`src/rtl/risc_pkg.sv`:
```
// -----------------------------------------------------------------------------
// risc_pkg
// Definitions shared by the instruction fetch unit and its helpers:
//   - instruction field layout (opcode 31:26, rd 25:22, rs1 21:18,
//     imm16 17:2, imm26 25:0), expressed as overlapping packed views
//   - next-PC source select encodings
//   - fetch FSM state encoding
//   - sign-extension helper for the 16-bit immediate
// -----------------------------------------------------------------------------
package risc_pkg;

    // I-type view: register fields plus the 16-bit immediate in bits 17:2.
    typedef struct packed {
        logic [5:0]  opcode;   // 31:26
        logic [3:0]  rd;       // 25:22
        logic [3:0]  rs1;      // 21:18
        logic [15:0] imm16;    // 17:2
        logic [1:0]  lo;       // 1:0
    } instr_i_t;

    // J-type view: 26-bit absolute target in bits 25:0.
    typedef struct packed {
        logic [5:0]  opcode;   // 31:26
        logic [25:0] imm26;    // 25:0
    } instr_j_t;

    // Both views alias the same 32-bit word.
    typedef union packed {
        instr_i_t i;
        instr_j_t j;
    } instr_u;

    // Next-PC source select.
    typedef enum logic [1:0] {
        PcSelInc    = 2'b00,   // PC + 4
        PcSelBranch = 2'b01,   // pc_out + sext(imm16)
        PcSelJump   = 2'b10,   // {pc_out[31:26], imm26}
        PcSelExt    = 2'b11    // externally supplied target
    } pc_sel_e;

    // Fetch FSM states.
    typedef enum logic [1:0] {
        StFetch  = 2'b00,
        StHold   = 2'b01,
        StWaitPc = 2'b10,
        StFault  = 2'b11
    } fetch_state_e;

    function automatic logic [31:0] sext16(input logic [15:0] imm);
        return {{16{imm[15]}}, imm};
    endfunction

endpackage

```
`src/rtl/instruction_fetch_unit_if.sv`:
```
// -----------------------------------------------------------------------------
// instruction_fetch_unit_if
// Bundles the instruction-memory port, the decode handshake and the PC
// control inputs of the fetch unit.
//   master : fetch unit side (drives imem_addr, ir_out, pc_out, ir_valid,
//            fault; samples imem_data, ir_ready, pc_update, pc_sel,
//            ext_target)
//   slave  : environment side (memory, decode and control)
// -----------------------------------------------------------------------------
interface instruction_fetch_unit_if;

    logic [31:0] imem_addr;    // byte address to instruction memory
    logic [31:0] imem_data;    // instruction word for imem_addr (combinational)
    logic [31:0] ir_out;       // latched instruction to decode
    logic [31:0] pc_out;       // address ir_out was fetched from
    logic        ir_valid;     // ir_out/pc_out hold an unconsumed instruction
    logic        ir_ready;     // decode accepts ir_out this cycle
    logic        pc_update;    // compute and load the next PC
    logic [1:0]  pc_sel;       // next-PC source select
    logic [31:0] ext_target;   // target used when pc_sel selects external
    logic        fault;        // sticky misaligned/out-of-range PC

    modport master (
        output imem_addr,
        output ir_out,
        output pc_out,
        output ir_valid,
        output fault,
        input  imem_data,
        input  ir_ready,
        input  pc_update,
        input  pc_sel,
        input  ext_target
    );

    modport slave (
        input  imem_addr,
        input  ir_out,
        input  pc_out,
        input  ir_valid,
        input  fault,
        output imem_data,
        output ir_ready,
        output pc_update,
        output pc_sel,
        output ext_target
    );

endinterface

```
`src/rtl/next_pc_calc.sv`:
```
// -----------------------------------------------------------------------------
// next_pc_calc
// Purely combinational next-PC computation and legality check.
// Ports:
//   i_pc         : current PC (equal to the fetched pc_out whenever the
//                  result is consumed)
//   i_ir         : latched instruction supplying branch/jump immediates
//   i_pc_sel     : next-PC source select
//   i_ext_target : external target
//   o_next_pc    : computed next PC (wraps modulo 2^32)
//   o_bad_pc     : next PC is misaligned or outside the instruction space
// -----------------------------------------------------------------------------
module next_pc_calc
    import risc_pkg::*;
#(
    parameter int unsigned IMEM_BYTES = 1024
) (
    input  logic [31:0] i_pc,
    input  logic [31:0] i_ir,
    input  pc_sel_e     i_pc_sel,
    input  logic [31:0] i_ext_target,
    output logic [31:0] o_next_pc,
    output logic        o_bad_pc
);

    instr_u      w_ir;
    logic        w_unused_ir;
    logic        w_misaligned;
    logic        w_out_of_range;

    assign w_ir = i_ir;

    // Opcode and the two low bits play no part in target generation.
    assign w_unused_ir = ^{w_ir.i.opcode, w_ir.i.lo};

    always_comb begin
        o_next_pc = i_pc + 32'd4;
        unique case (i_pc_sel)
            PcSelInc:    o_next_pc = i_pc + 32'd4;
            PcSelBranch: o_next_pc = i_pc + sext16(w_ir.i.imm16);
            PcSelJump:   o_next_pc = {i_pc[31:26], w_ir.j.imm26};
            PcSelExt:    o_next_pc = i_ext_target;
        endcase
    end

    assign w_misaligned   = (o_next_pc[1:0] != 2'b00);
    // 33-bit compare so an IMEM_BYTES of 2^32-1 cannot wrap.
    assign w_out_of_range = ({1'b0, o_next_pc} >= 33'(IMEM_BYTES));
    assign o_bad_pc       = w_misaligned || w_out_of_range;

endmodule

```
`src/rtl/instruction_fetch_unit.sv`:
```
// -----------------------------------------------------------------------------
// instruction_fetch_unit
// Single-clock fetch stage. Fetches one instruction per PC, presents it to
// decode with a valid/ready handshake, then waits for a control strobe to
// choose the next PC. An illegal next PC parks the unit in a sticky fault
// state that only reset clears.
// Ports:
//   i_clk   : clock, all state updates on its rising edge
//   i_reset : synchronous active-high reset
//   bus     : fetch-side modport carrying the memory port, decode handshake
//             and PC control signals
// Parameters:
//   IMEM_BYTES : byte size of the addressable instruction space
//   RESET_PC   : PC loaded on reset
// -----------------------------------------------------------------------------
module instruction_fetch_unit
    import risc_pkg::*;
#(
    parameter int unsigned IMEM_BYTES = 1024,
    parameter logic [31:0] RESET_PC   = 32'h0000_0000
) (
    input  logic                            i_clk,
    input  logic                            i_reset,
    instruction_fetch_unit_if.master        bus
);

    fetch_state_e r_state;
    fetch_state_e w_state_next;

    logic [31:0]  r_pc;
    logic [31:0]  w_pc_next;
    logic [31:0]  r_ir;
    logic [31:0]  w_ir_next;
    logic [31:0]  r_pc_out;
    logic [31:0]  w_pc_out_next;
    logic         r_ir_valid;
    logic         w_ir_valid_next;
    logic         r_fault;
    logic         w_fault_next;

    logic [31:0]  w_calc_pc;
    logic         w_calc_bad;

    // r_pc only moves on a WAIT_PC update and every path into WAIT_PC passes
    // through FETCH, so r_pc equals r_pc_out whenever the result is used.
    next_pc_calc #(
        .IMEM_BYTES (IMEM_BYTES)
    ) u_next_pc_calc (
        .i_pc         (r_pc),
        .i_ir         (r_ir),
        .i_pc_sel     (pc_sel_e'(bus.pc_sel)),
        .i_ext_target (bus.ext_target),
        .o_next_pc    (w_calc_pc),
        .o_bad_pc     (w_calc_bad)
    );

    // State register.
    always_ff @(posedge i_clk) begin
        if (i_reset) begin
            r_state <= StFetch;
        end else begin
            r_state <= w_state_next;
        end
    end

    // Datapath registers.
    always_ff @(posedge i_clk) begin
        if (i_reset) begin
            r_pc       <= RESET_PC;
            r_ir       <= 32'd0;
            r_pc_out   <= 32'd0;
            r_ir_valid <= 1'b0;
            r_fault    <= 1'b0;
        end else begin
            r_pc       <= w_pc_next;
            r_ir       <= w_ir_next;
            r_pc_out   <= w_pc_out_next;
            r_ir_valid <= w_ir_valid_next;
            r_fault    <= w_fault_next;
        end
    end

    // Next-state and datapath update.
    always_comb begin
        w_state_next    = r_state;
        w_pc_next       = r_pc;
        w_ir_next       = r_ir;
        w_pc_out_next   = r_pc_out;
        w_ir_valid_next = r_ir_valid;
        w_fault_next    = r_fault;

        unique case (r_state)
            StFetch: begin
                w_ir_next       = bus.imem_data;
                w_pc_out_next   = r_pc;
                w_ir_valid_next = 1'b1;
                w_state_next    = StHold;
            end
            StHold: begin
                // pc_update is deliberately not looked at here.
                if (bus.ir_ready) begin
                    w_ir_valid_next = 1'b0;
                    w_state_next    = StWaitPc;
                end
            end
            StWaitPc: begin
                if (bus.pc_update) begin
                    // An illegal target is still loaded so it can be inspected
                    // on imem_addr, but it is never fetched.
                    w_pc_next = w_calc_pc;
                    if (w_calc_bad) begin
                        w_fault_next = 1'b1;
                        w_state_next = StFault;
                    end else begin
                        w_state_next = StFetch;
                    end
                end
            end
            StFault: begin
                w_ir_valid_next = 1'b0;
                w_fault_next    = 1'b1;
            end
        endcase
    end

    assign bus.imem_addr = r_pc;
    assign bus.ir_out    = r_ir;
    assign bus.pc_out    = r_pc_out;
    assign bus.ir_valid  = r_ir_valid;
    assign bus.fault     = r_fault;

endmodule

```
`src/flat_wrapper.sv`:
```
// flat-port wrapper written by rule: the top's interface ports become plain ports
module instruction_fetch_unit_flat import risc_pkg::*;
#(
    parameter int unsigned IMEM_BYTES = 1024,
    parameter logic [31:0] RESET_PC   = 32'h0000_0000
)
  (i_clk, i_reset, bus_imem_addr, bus_ir_out, bus_pc_out, bus_ir_valid, bus_fault, bus_imem_data, bus_ir_ready, bus_pc_update, bus_pc_sel, bus_ext_target);
  instruction_fetch_unit_if bus_i ();
  input  logic i_clk;
  input  logic i_reset;
  output wire logic [$bits(bus_i.imem_addr)-1:0] bus_imem_addr;
  output wire logic [$bits(bus_i.ir_out)-1:0] bus_ir_out;
  output wire logic [$bits(bus_i.pc_out)-1:0] bus_pc_out;
  output wire logic [$bits(bus_i.ir_valid)-1:0] bus_ir_valid;
  output wire logic [$bits(bus_i.fault)-1:0] bus_fault;
  input wire logic [$bits(bus_i.imem_data)-1:0] bus_imem_data;
  input wire logic [$bits(bus_i.ir_ready)-1:0] bus_ir_ready;
  input wire logic [$bits(bus_i.pc_update)-1:0] bus_pc_update;
  input wire logic [$bits(bus_i.pc_sel)-1:0] bus_pc_sel;
  input wire logic [$bits(bus_i.ext_target)-1:0] bus_ext_target;
  assign bus_imem_addr = bus_i.imem_addr;
  assign bus_ir_out = bus_i.ir_out;
  assign bus_pc_out = bus_i.pc_out;
  assign bus_ir_valid = bus_i.ir_valid;
  assign bus_fault = bus_i.fault;
  assign bus_i.imem_data = bus_imem_data;
  assign bus_i.ir_ready = bus_ir_ready;
  assign bus_i.pc_update = bus_pc_update;
  assign bus_i.pc_sel = bus_pc_sel;
  assign bus_i.ext_target = bus_ext_target;
  instruction_fetch_unit #(.IMEM_BYTES(IMEM_BYTES), .RESET_PC(RESET_PC)) u_core (.i_clk(i_clk), .i_reset(i_reset), .bus(bus_i));
endmodule
```
`config.mk`:
```
export PLATFORM = sky130hd
export DESIGN_NAME = instruction_fetch_unit_flat
export DESIGN_NICKNAME = d
export VERILOG_FILES = /design/src/rtl/risc_pkg.sv /design/src/rtl/instruction_fetch_unit_if.sv /design/src/rtl/next_pc_calc.sv /design/src/rtl/instruction_fetch_unit.sv /design/src/flat_wrapper.sv
export SDC_FILE = /design/constraint.sdc
export NUM_CORES = 1
export LEC_CHECK = 0
export BUFFER_PORTS_ARGS = -buffer_cell sky130_fd_sc_hd__buf_2
export CORE_UTILIZATION = 59
export CTS_CLUSTER_SIZE = 16
export DETAILED_ROUTE_END_ITERATION = 8
export PLACE_DENSITY = 0.9
export SYNTH_ARGS = -nofsm -noshare
export SYNTH_HDL_FRONTEND = slang
export SYNTH_HIERARCHICAL = 1
export SYNTH_SLANG_ARGS = --single-unit
export TNS_END_PERCENT = 5
```
`constraint.sdc`:
```
create_clock -name i_clk -period 10.6 [get_ports i_clk]
set_input_delay 2.12 -clock i_clk [delete_from_list [all_inputs] [get_ports i_clk]]
set_output_delay 2.12 -clock i_clk [all_outputs]
set_load 0.005 [all_outputs]
```
==> results of run 1 <==
==> area by class of cell <==
type                       count  area [um2]  share of cell area, %
clock inverter                 7         103                   1.25
timing repair buffer         171         868                   10.6
clock buffer                   9         225                   2.75
sequential                   100        2000                   24.4
tap                          143         179                   2.18
multi-input combinational    693        4790                   58.4
inverter                      10        37.5                  0.458
==> sequential cells by signal, indices dropped and copies added, names as in the netlist <==
register,flops
u_core/bus.pc_out,32
u_core/r_state,2
u_core/bus.fault,1
u_core/bus.imem_addr,32
u_core/bus.ir_out,32
u_core/bus.ir_valid,1
==> cells in the final DEF (no fill, tap or decap), drive strengths merged, types with 16 or more instances in the layout <==
| master | count |
|---|---|
| buf | 171 |
| nand2 | 118 |
| dfxtp | 100 |
| nor2 | 99 |
| a21oi | 83 |
| mux2i | 81 |
| ha | 38 |
| o21ai | 23 |
| xnor2 | 21 |
| nand3 | 21 |
| nand4 | 16 |
==> path summary, 6_finish.rpt <==
path	cells after the start	slack, ns	endpoint
min reg2reg	2	0.49	u_core/bus.pc_out[2]
max reg2reg	13	6.11	u_core/r_state[0]
min	2	0.49	u_core/bus.pc_out[2]
max	12	5.49	u_core/r_state[0]
==> metal layers <==
metal,track usage (%),vias to the layer above
met1,49.7,3435
met4,10.2,0
met5,0,-
li1,-,3356
met2,53.8,485
met3,9.80,45
==> stage by stage <==
stage | instance area [um2] | hold slack, ns | std cells | setup WS [ns]
after global placement | 7880 | 0.463 | 1117 | 5.27
final | 8200 | 0.490 | 1133 | 5.49
after detailed placement | 7880 | 0.476 | 1117 | 5.20
after CTS | 8200 | 0.490 | 1133 | 5.56
after floorplan | 7100 | 0.470 | 853 | 5.87
after global routing | 8200 | 0.512 | 1133 | 5.28
==> cells by family (layout without fill, tap and decap cells) <==
kind of cell,after synthesis,after routing,share of synthesized area (%)
DFF,100,100,28.2
adders and majority gates,39,39,6.98
AOI/OAI and AO/OA,187,187,17.3
buffers and inverters,60,197,4.58
and+or+nand+nor,328,328,21.2
muxes,104,104,17.4
xor gates and xnor gates,35,35,4.32
==> worst max-delay path, cell delays in order <==
cell	delay (ns)
sky130_fd_sc_hd__buf_2	0.07
sky130_fd_sc_hd__buf_4	0.48
sky130_fd_sc_hd__nand2_1	0.41
sky130_fd_sc_hd__or4_1	0.58
sky130_fd_sc_hd__nor2_1	0.15
sky130_fd_sc_hd__o31ai_1	0.09
sky130_fd_sc_hd__or4_1	0.41
sky130_fd_sc_hd__nor4_1	0.28
sky130_fd_sc_hd__nand3_1	0.19
sky130_fd_sc_hd__nand2_1	0.13
sky130_fd_sc_hd__a21oi_1	0.07
sky130_fd_sc_hd__mux2_1	0.33
==> where the power goes <==
| part | internal, mW | total [mW] | switching (mW) |
|---|---|---|---|
| logic | 0.224 | 0.492 | 0.268 |
| clock network | 0.192 | 0.359 | 0.167 |
| registers | 0.417 | 0.475 | 0.0577 |
| total | 0.833 | 1.33 | 0.493 |
==> parameters.txt, run 1 <==
Parameter                              Value

Run
  Total of max-cap violations ... 0

Clock network
  TritonCTS sink count ... 100
  Number of setup buffers added after CTS ... 0
  CTS hold repair buffers ... 0
  Maximum clock path buffer count ... 2
  CTS clk-pin slew, worst paths ... 0.08 ns
  Number of cells upsized or downsized after cts ... 0
  CTS H-tree lvls ... 3
  CTS tree ... built
  Clock latency at the later pin of the worst-skew pair ... 0.36 ns
  TritonCTS buffer count ... 9
  CTS Root Cell ... sky130_fd_sc_hd__clkbuf_16

Routing
  Highest metal layer with signal wires ... met4
  Routed length on met3 ... 2670 um
  Post-route ant nets ... 0
  Routed WL per cell ... 19.7 um
  Met2 Routed Length ... 9820 um
  DR DRC count ... 6
  Starting DRC count in detailed routing ... 1137
  Routed length on met1 ... 9390 um
  Number of vias per cell ... 6.46
  Final WL ... 22300 um
  First drt pass iteration count ... 8
  Total vias in the final route ... 7321

Final layout
  Final layout net count ... 1094
  Antenna cells ... 0
  Area overhead of the layout relative to synthesis ... 15.5%
  Layout cells sized above 1 ... 23.3%
  Fillers ... 924
  Post-layout utilization of the core ... 70.9%

Critical path
  Worst path arrival time ... 5.35 ns
  Start point of the critical path ... bus_pc_sel[0]
  Required time at the endpoint of the critical path ... 10.85 ns
  Type of origin of the critical path ... primary input
  Setup crit end kind ... register
  Classification of the worst setup path ... primary input to register
  Critical register-to-register path startpoint ... u_core/bus.ir_out[17]
  Largest fanout on the critical path ... 47

STA
  Post-route minimum period ... 5.11 ns
  Maximum clock skew at final layout ... 0.00748 ns
  Slew of the pin with the lowest slew margin ... 1.23 ns
  Achievable clock frequency ... 196 MHz
  Hold violation count in the final report ... 0
  Part of the cycle the worst path needs ... 48.2%
  Max-slew violations ... 0
  Final count of negative-setup-slack endpoints ... 0
  Setup TNS Final ... 0 ns
  Max transition margin ... 18.0%
  Unrepaired setup endpoints after global routing ... no

Global routing
  Global-route wire length before repair ... 34800 um
  Initial antenna violation count ... 0
  Pin count of the biggest net entering global routing ... 103
  Residual overflow from global routing ... 0
  Gr usage total ... 35.7%
  Via count of the first global-routing pass ... 6564

Status
  Status ... complete, but fails checks
  Violations in the final reports ... DRC

Synth
  Fraction of post-synthesis cell area in the top cell type by area ... 28.2%
  Most used flip-flop cell after synthesis ... sky130_fd_sc_hd__dfxtp_1
  Part of the Yosys area used for sequential elements ... 28.2%
  Post-synthesis instance total ... 853
  Synth Register Bits ... 100
  Most instantiated cells after synthesis ... sky130_fd_sc_hd__nand2_1 (118), sky130_fd_sc_hd__dfxtp_1 (100), sky130_fd_sc_hd__nor2_1 (99)
  Count of warnings emitted by yosys ... 6
  Unique cell type count in the Yosys netlist ... 71
  Post-synthesis async set-or-reset flop share ... 0%
  Library cell with the largest summed area after synthesis ... sky130_fd_sc_hd__dfxtp_1
  EDFF count, synth ... 0
  Post-synthesis area per instance ... 8.33 um2
  Most common cell in the synthesized netlist ... sky130_fd_sc_hd__nand2_1
  Synthesized Nets ... 962
  Area of the mapped netlist ... 7100 um2
  Synth area leaders ... sky130_fd_sc_hd__dfxtp_1 (28%), sky130_fd_sc_hd__mux2i_1 (11%), sky130_fd_sc_hd__ha_1 (6.7%)

Pwr
  Highest ir drop seen on vdd ... 0.000222 V
  Static Leakage ... 3.89 nW
  PnR Total Power ... 1.33 mW
  Power density over the cells ... 162 nW/um2

Placement
  Number of I/O port buffers ... 167
  Global placement routability congestion ... 0.963
  Half-perimeter wire length after detailed placement ... 16500 um

Min path
  Hold Crit Class ... register to register
  Source of the worst hold timing path ... u_core/bus.pc_out[2]

Die
  Total die area ... 12500 um2
  Initial standard-cell utilization of the core ... 61.4%
  Floorplan die height ... 112 um
  Placement row count ... 39
  Number of top-level pins ... 168
  Core ar. ... 11600 um2
  Chip Width ... 112 um
No activity file was read; power rests on OpenSTA's default activity.
==> inputs of run 2 (changes only) <==
--- a/config.mk
+++ b/config.mk
@@ -6,10 +6,10 @@
 export NUM_CORES = 1
 export LEC_CHECK = 0
 export BUFFER_PORTS_ARGS = -buffer_cell sky130_fd_sc_hd__buf_2
-export CORE_UTILIZATION = 59
+export CORE_UTILIZATION = 55
 export CTS_CLUSTER_SIZE = 16
 export DETAILED_ROUTE_END_ITERATION = 8
-export PLACE_DENSITY = 0.9
+export PLACE_DENSITY = 0.84
 export SYNTH_ARGS = -nofsm -noshare
 export SYNTH_HDL_FRONTEND = slang
 export SYNTH_HIERARCHICAL = 1
==> constraint.sdc (replaced) <==
create_clock -name i_clk -period 5 [get_ports i_clk]
set_input_delay 1 -clock i_clk [delete_from_list [all_inputs] [get_ports i_clk]]
set_output_delay 1 -clock i_clk [all_outputs]
set_load 0.005 [all_outputs]
==> run 2 against run 1 <==
Compared with the run above: non-clock buffer count up 8; combinational power increased by 110%; sequential cell count stayed put; die area increased by 7.1%; sequential power grew 110%; critical path depth increased by 1; cell area up 1.2%; the run now ends clean; hold slack better by 0.0020 ns; global-route usage down 2.5 points.
==> parameters.txt, run 2 (same netlist as run 1, synthesis figures left out) <==
Parameter                              Value

STA
  Max-slew violations ... 0
  Final critical-path setup slack ... 0.697 ns
  Max transition margin ... 18.4%
  Unrepaired setup endpoints after global routing ... no
  Maximum clock skew at final layout ... 0.0150 ns
  Slew of the pin with the lowest slew margin ... 1.22 ns
  Post-route minimum period ... 4.30 ns
  Final worst hold slack ... 0.492 ns
  Setup TNS Final ... 0 ns
  Hold violation count in the final report ... 0
  Achievable clock frequency ... 232 MHz
  Final count of negative-setup-slack endpoints ... 0
  Part of the cycle the worst path needs ... 86.1%

Global routing
  Pin count of the biggest net entering global routing ... 103
  Global-route wire length before repair ... 33700 um
  Initial antenna violation count ... 0
  Residual overflow from global routing ... 0
  Via count of the first global-routing pass ... 6432
  Gr usage total ... 33.1%

Clock network
  TritonCTS buffer count ... 9
  Number of setup buffers added after CTS ... 0
  CTS hold repair buffers ... 0
  Maximum clock path buffer count ... 2
  CTS tree ... built
  Clock latency at the later pin of the worst-skew pair ... 0.36 ns
  Number of cells upsized or downsized after cts ... 0
  CTS clk-pin slew, worst paths ... 0.08 ns
  TritonCTS sink count ... 100
  CTS H-tree lvls ... 3
  CTS Root Cell ... sky130_fd_sc_hd__clkbuf_16

Routing
  Routed length on met1 ... 9580 um
  DR DRC count ... 0
  Met2 Routed Length ... 9390 um
  Routed length on met3 ... 2410 um
  First drt pass iteration count ... 9
  Post-route ant nets ... 0
  Final WL ... 22000 um
  Starting DRC count in detailed routing ... 878
  Highest metal layer with signal wires ... met4
  Routed WL per cell ... 18.8 um
  Total vias in the final route ... 7282
  Number of vias per cell ... 6.22

Pwr
  Highest ir drop seen on vdd ... 0.000335 V
  PnR Total Power ... 2.82 mW
  Power density over the cells ... 339 nW/um2
  Static Leakage ... 3.93 nW

Critical path
  Type of origin of the critical path ... register
  Required time at the endpoint of the critical path ... 5.25 ns
  Critical Path, Cell by Cell ... ha_1 > a21oi_1 > o21ai_0 > a21oi_1 > nor2_1 > o21bai_1 > or3b_2 > or4_1 > nor4_1 > nand3_1 > nand2_1 > a21oi_1 > mux2_1
  Max stage delay on crit path ... 0.86 ns
  Classification of the worst setup path ... register to register
  Largest fanout on the critical path ... 20
  Crit path max-delay cell type ... sky130_fd_sc_hd__dfxtp_1
  Library cell appearing most often on the critical path ... sky130_fd_sc_hd__a21oi_1
  Setup crit end kind ... register
  Worst path arrival time ... 4.56 ns

Min path
  Hold Crit Class ... register to register

Die
  Core ar. ... 12600 um2
  Number of top-level pins ... 168
  Placement row count ... 41
  Chip Width ... 116 um
  Floorplan die height ... 116 um
  Total die area ... 13400 um2
  Initial standard-cell utilization of the core ... 56.3%

Run
  Total of max-cap violations ... 0

Final layout
  Most common library cell in the layout ignoring fill and taps ... sky130_fd_sc_hd__buf_2
  Area overhead of the layout relative to synthesis ... 16.9%
  Layout cells sized above 1 ... 23.9%
  Final layout net count ... 1102
  Post-route design area ... 8300 um2
  Fillers ... 1098
  Antenna cells ... 0
  Most frequent cells in the layout ... sky130_fd_sc_hd__buf_2 (166), sky130_fd_sc_hd__nand2_1 (118), sky130_fd_sc_hd__dfxtp_1 (100)

Status
  Status ... completed

Placement
  Placement-stage cell area ... 7970 um2
  Setup slack at placement ... 0.783 ns
  Half-perimeter wire length after detailed placement ... 16000 um
  Number of I/O port buffers ... 167
  Global placement routability congestion ... 0.955
-- run 2: path summary, 6_finish.rpt --
kind	startpoint	endpoint	slack (ns)	cells past startpoint
max	u_core/bus.ir_out[17]	u_core/r_state[0]	0.70	13
min	u_core/bus.pc_out[24]	u_core/bus.pc_out[24]	0.49	2
max reg2reg	u_core/bus.ir_out[17]	u_core/r_state[0]	0.70	13
min reg2reg	u_core/bus.pc_out[24]	u_core/bus.pc_out[24]	0.49	2
-- run 2: where the power goes --
part	leakage, nW	internal (mW)	switching, mW
Sequential	0.814	0.884	0.117
Clock	0.164	0.447	0.331
Combinational	2.95	0.476	0.562
Total	3.93	1.81	1.01
-- run 2: critical path, delay by kind of cell (launching register included) --
| kind | cells | cell delay (ns) |
|---|---|---|
| mux | 1 | 0.33 |
| compound gates | 5 | 0.99 |
| fa+ha+maj | 1 | 0.49 |
| flops | 1 | 0.86 |
| simple gates | 6 | 1.51 |
-- run 2: metrics by stage --
step                      util [%]  instances
after detailed placement      63.2       1154
after floorplan                  -        853
after CTS                     65.8       1170
after global placement        63.2       1154
after global routing          65.8       1170
final                         65.8       1170
-- run 2: layout make-up --
type | count | area, um2 | area share [%]
clock inverter | 7 | 105 | 1.27
timing repair buffer | 179 | 928 | 11.2
tap | 172 | 215 | 2.59
clock buffer | 9 | 225 | 2.71
sequential | 100 | 2000 | 24.1
multi-input combinational | 693 | 4790 | 57.7
inverter | 10 | 37.5 | 0.452
-- run 2: per-layer routing --
layer,up-vias,global-route usage (%)
li1,3374,-
met1,3389,48.2
met2,457,48.8
met3,62,5.86
met4,0,12.4
met5,-,0
